File: config.mk
export PLATFORM = sky130hd
export DESIGN_NAME = pes_prio_arb
export DESIGN_NICKNAME = d
export VERILOG_FILES = /design/src/rtl/pes_prio_arb.sv
export SDC_FILE = /design/constraint.sdc
export NUM_CORES = 1
export LEC_CHECK = 0
export ABC_CLOCK_PERIOD_IN_PS = 5100
export BUFFER_PORTS_ARGS = -buffer_cell sky130_fd_sc_hd__buf_2
export CORE_ASPECT_RATIO = 1.4
export CORE_UTILIZATION = 59
export DETAILED_ROUTE_END_ITERATION = 16
export PLACE_DENSITY = 0.9
export SLEW_MARGIN = 40
export SYNTH_ARGS = -nofsm -noshare
export SYNTH_HDL_FRONTEND = slang
export SYNTH_SLANG_ARGS = --single-unit
File: constraint.sdc
create_clock -name clk -period 5.1 [get_ports clk]
set_input_delay 1.02 -clock clk [delete_from_list [all_inputs] [get_ports clk]]
set_output_delay 1.02 -clock clk [all_outputs]
set_load 0.005 [all_outputs]
File: src/rtl/pes_prio_arb.sv
// Registered priority arbiter: captures request pulses into a sticky pending
// vector and issues one granted index per cycle over a valid/ready handshake.
// Fixed-priority (highest index wins) or round-robin selection, chosen at run time.
module pes_prio_arb #(
    parameter int unsigned N = 8
) (
    input  logic                 clk,
    input  logic                 rst_n,
    input  logic                 en,
    input  logic [N-1:0]         i,
    input  logic                 mode,
    input  logic                 clr,
    output logic [$clog2(N)-1:0] y,
    output logic                 y_valid,
    input  logic                 y_ready,
    output logic [N-1:0]         pending,
    output logic                 busy,
    output logic                 ovf
);

    localparam int unsigned W = $clog2(N);
    localparam logic [W-1:0] PtrInit = W'(N - 1);
    localparam logic [W-1:0] IdxOne  = W'(1);

    logic [N-1:0] r_pending;
    logic [W-1:0] r_y;
    logic         r_y_valid;
    logic         r_ovf;
    logic [W-1:0] r_ptr;

    logic         w_load;
    logic         w_grant;
    logic [W-1:0] w_fix_idx;
    logic [W-1:0] w_rr_idx;
    logic [W-1:0] w_rr_cand;
    logic         w_rr_found;
    logic [W-1:0] w_g;
    logic [N-1:0] w_served;
    logic [N-1:0] w_req;
    logic [N-1:0] w_pending_next;
    logic         w_ovf_next;

    assign w_load  = !r_y_valid || y_ready;
    assign w_grant = w_load && (|r_pending);

    // Fixed priority: scan upward so the highest set index is the last one kept.
    always_comb begin
        w_fix_idx = '0;
        for (int k = 0; k < N; k++) begin
            if (r_pending[k]) begin
                w_fix_idx = W'(k);
            end
        end
    end

    // Round-robin: first set bit in the order ptr, ptr-1, ..., wrapping mod N.
    always_comb begin
        w_rr_idx   = '0;
        w_rr_found = 1'b0;
        w_rr_cand  = '0;
        for (int d = 0; d < N; d++) begin
            w_rr_cand = r_ptr - W'(d);
            if (!w_rr_found && r_pending[w_rr_cand]) begin
                w_rr_idx   = w_rr_cand;
                w_rr_found = 1'b1;
            end
        end
    end

    // Served one-hot, pending next-state and overflow detection.
    always_comb begin
        w_g            = mode ? w_rr_idx : w_fix_idx;
        w_served       = w_grant ? (N'(1) << w_g) : '0;
        w_req          = en ? i : '0;
        w_pending_next = (r_pending & ~w_served) | w_req;
        // A re-request on the line being served this cycle is not an overflow.
        w_ovf_next     = |(w_req & r_pending & ~w_served);
    end

    // State registers: reset, synchronous flush, then normal grant/accumulate.
    always_ff @(posedge clk or negedge rst_n) begin
        if (!rst_n) begin
            r_pending <= '0;
            r_y       <= '0;
            r_y_valid <= 1'b0;
            r_ovf     <= 1'b0;
            r_ptr     <= PtrInit;
        end else if (clr) begin
            r_pending <= '0;
            r_y       <= '0;
            r_y_valid <= 1'b0;
            r_ovf     <= 1'b0;
            r_ptr     <= PtrInit;
        end else begin
            r_pending <= w_pending_next;
            r_ovf     <= w_ovf_next;
            if (w_load) begin
                if (w_grant) begin
                    r_y       <= w_g;
                    r_y_valid <= 1'b1;
                    if (mode) begin
                        r_ptr <= w_g - IdxOne;
                    end
                end else begin
                    r_y       <= '0;
                    r_y_valid <= 1'b0;
                end
            end
        end
    end

    assign y       = r_y;
    assign y_valid = r_y_valid;
    assign pending = r_pending;
    assign ovf     = r_ovf;
    assign busy    = (|r_pending) || r_y_valid;

endmodule

==> results by group <==
Outcome
  – Status: finished, final reports clean

Logic synthesis
  – Syn Std Cell Area: 2069 um^2
  – Yosys reg bits: 16
  – Predominant post-synthesis flop cell: dfrtp_1
  – XOR/XNOR share of the synthesized area: 1.693%
  – Post-Synth Simple-Gate Area: 18.50%
  – Post-Synthesis Cells: 238
  – Yosys top cell area share: 15.72%
  – Largest family of logic cells by synthesized area: multiplexers
  – Top-count cell post-synth: nand2_1
  – Post-synthesis adder-cell area fraction: 4.232%
  – Sequential share of the synthesized area: 19.53%
  – Top post-synthesis cells by area: dfrtp_1 (16%), mux4_2 (7.6%), mux4_1 (6.3%)
  – Avg Inst Size Synth: 8.695 um^2
  – Multiplexer area fraction after synthesis: 25.94%
  – Synth Warn #: 0
  – Asr flop ratio synth: 100.0%
  – Syn Nets: 259
  – Commonest cells post-synth: nand2_1 (28), nor2_1 (22), a21oi_1 (20)
  – Cell taking the most area after synthesis: dfrtp_1
  – Synth Area in Compound Gates: 23.22%
  – Post-synth EDFFs: 0
  – Count of cell types in the netlist: 59

Power
  – Leak pwr: 0.9926 nW
  – Worst vdd ir: 0.0003224 V
  – PD cells: 384.3 nW/um^2

Die
  – # IOs: 28
  – Row count: 25
  – Die X-Extent: 52.06 um
  – Die height: 72.08 um
  – DIE AREA: 3752 um^2
  – Placeable Area: 3347 um^2
  – Initial core utilization: 61.83%

Place
  – Placed wire-length estimate: 4.169 mm
  – Placed Cells: 290
  – Port bufs: 27
  – Routability cong.: 0.9403

Detailed routing
  – Remaining DRCs: 0
  – Total wire length: 5.645 mm
  – Vias per cell: 6.847
  – DR pass1 iterations: 4
  – Via count: 2013
  – DRT iter0 DRCs: 98
  – Drt wl/cell: 19.20 um
  – Detail Route Antenna Nets: 0

Worst setup path
  – Crit path buffers/inverters: 4
  – Req. time, crit path: 5.23 ns
  – Worst r2r src: r_ptr[1]$_DFFE_PN1P_
  – Cell depth of the worst flop-to-flop path: 15
  – Critical Path Sink Type: flip-flop
  – Critical path arrival: 4.48 ns
  – CP Max Fanout: 10
  – Top delay family on crit path: compound AO/OA/AOI/OAI gates
  – Worst r2r dst: ovf$_DFF_PN0_
  – CP max stage delay: 0.61 ns
  – Crit-path cells: inv_2, ha_1, buf_4, inv_1, mux4_2, or3_4, a2111oi_2, nand2_1, a31oi_1, ha_1, inv_1, nor4_1, o21ai_0, a211oi_1, a41oi_2
  – R2r setup slk: 0.74 ns
  – CP Class: reg -> reg
  – Startpoint Class: flip-flop
  – Critical-path top delay cell: mux4_2

STA
  – Final Hold Fails: 0
  – Setup TNS: 0 ns
  – RSZ-0062 raised after global routing: false
  – Minimum clock period: 4.356 ns
  – Final setup violation count: 0
  – FMAX: 229.6 MHz
  – Slew headroom: 52.01%
  – Final Max Tran Viols: 0
  – Clock Skew: 0.0009996 ns
  – Fin crit share: 85.41%
  – Worst Tran Pin Value: 0.7172 ns

Hold path
  – Worst hold stages: 2
  – Hold Path Class: reg -> reg
  – WHS Endpoint: y[0]$_DFFE_PN0P_
  – Worst Hold Launch: y[0]$_DFFE_PN0P_

GRT
  – Number of global-route vias before repair: 1859
  – Grt ovf: 0
  – Initial antenna violation count: 0
  – Met3 Track Usage GR: 2.306%
  – Largest net degree at the start of global routing: 24
  – Grt met2 use: 57.12%
  – GR Util All Layers: 32.57%
  – Met1 Use GR: 37.19%
  – Gr busiest metal: met2
  – Global-route wire length before repair: 8.914 mm

Job
  – Maxcap violations: 0

Clock tree
  – Clock-pin slew on the worst setup and hold paths: 0.06 ns
  – Worst skew pair latency: 0.25 ns
  – CTS Buffer Depth: 2
  – Cts hold-fix bufs: 0
  – CTS sink count: 16
  – Post-CTS Setup Repair Bufs: 0
  – Total CTS buffers: 3
  – Htree depth: 1
  – TritonCTS clock tree: yes
  – CTS-repair resized insts: 0
  – Root Buffer: clkbuf_8

Finish
  – Layout cells sized above 1: 26.77%
  – Layout area overhead: 8.343%
  – Ant. Diodes: 0
  – Fin cells: 294
  – Layout net count: 276
## worst min-delay path: stages, from the launching register on
cell     delay (ns)
dfrtp_1        0.37
nand2_1        0.05
a21oi_1        0.05
## layer usage
| layer | wire [um] | part of all wire (%) |
|---|---|---|
| met5 | 0 | 0 |
| met4 | 323 | 5.7 |
| met3 | 269 | 4.8 |
| met2 | 2988 | 53 |
| met1 | 2065 | 37 |
## how the worst max path moves through the flow
| stage | start | to | depth (start not counted) | slack [ns] |
|---|---|---|---|---|
| after floorplan | r_ptr[0]$_DFFE_PN1P_ | ovf$_DFF_PN0_ | 20 | 0.68 |
| after global placement | r_ptr[0]$_DFFE_PN1P_ | ovf$_DFF_PN0_ | 16 | 0.90 |
| after detailed placement | r_ptr[1]$_DFFE_PN1P_ | ovf$_DFF_PN0_ | 15 | 0.81 |
| after CTS | r_ptr[1]$_DFFE_PN1P_ | ovf$_DFF_PN0_ | 15 | 0.79 |
| after global routing | r_ptr[1]$_DFFE_PN1P_ | ovf$_DFF_PN0_ | 15 | 0.52 |
| final | r_ptr[1]$_DFFE_PN1P_ | ovf$_DFF_PN0_ | 15 | 0.74 |
## report_power, final
group	internal [mW]	total [mW]	switching, mW
logic	0.242	0.564	0.323
clock network	0.0686	0.115	0.0465
registers	0.148	0.182	0.0345
## logic make-up after synthesis
| family | count (synthesis) |
|---|---|
| muxes | 35 |
| adders and majority gates | 7 |
| AOI/OAI and AO/OA | 65 |
| DFF | 16 |
| buffers and inverters | 31 |
| xor gates and xnor gates | 4 |
| and+or+nand+nor | 80 |
## registers in the layout, summed over array words and instances (netlist names)
name	flops
y	3
y_valid	1
ovf	1
pending	8
r_ptr	3
## area by class of cell
cell class | count | area [um^2]
tap | 40 | 50.05
sequential | 16 | 404.1
inverter | 12 | 45.04
clock buffer | 4 | 55.05
fill | 248 | 1105
multi-input combinational | 191 | 1523
timing repair buffer | 31 | 165.2
## through the flow
step	hold WS, ns	total power [mW]	util [%]	worst slack, ns	cell area, um^2
after floorplan	0.5177	0.6091	-	0.6839	2069
after global placement	0.5044	0.7311	65.35	0.9023	2187
after detailed placement	0.5080	0.7353	65.35	0.8101	2187
after CTS	0.5170	0.8508	66.99	0.7913	2242
after global routing	0.5360	0.9104	66.99	0.5230	2242
final	0.5140	0.8617	66.99	0.7442	2242
## cell usage in the layout, fill, tap and decap left out, types with 2 or more instances in the layout
cell type  instances
a211o_1            3
a21oi_1           20
a31oi_1            4
and3_1             2
buf_2             27
buf_4              4
clkbuf_8           4
dfrtp_1           13
dfstp_2            3
ha_1               7
inv_1             11
mux2_2            10
mux2i_1           12
mux4_1             5
mux4_2             7
nand2_1           28
nand2b_1           5
nand3_1            8
nor2_1            22
nor3_1             2
nor4_1             4
o211ai_1           2
o21ai_0           12
o221ai_1           2
o22ai_1            2
o32a_1             2
xnor2_1            2
xor2_1             2
Power figures use the tool's default switching activity.
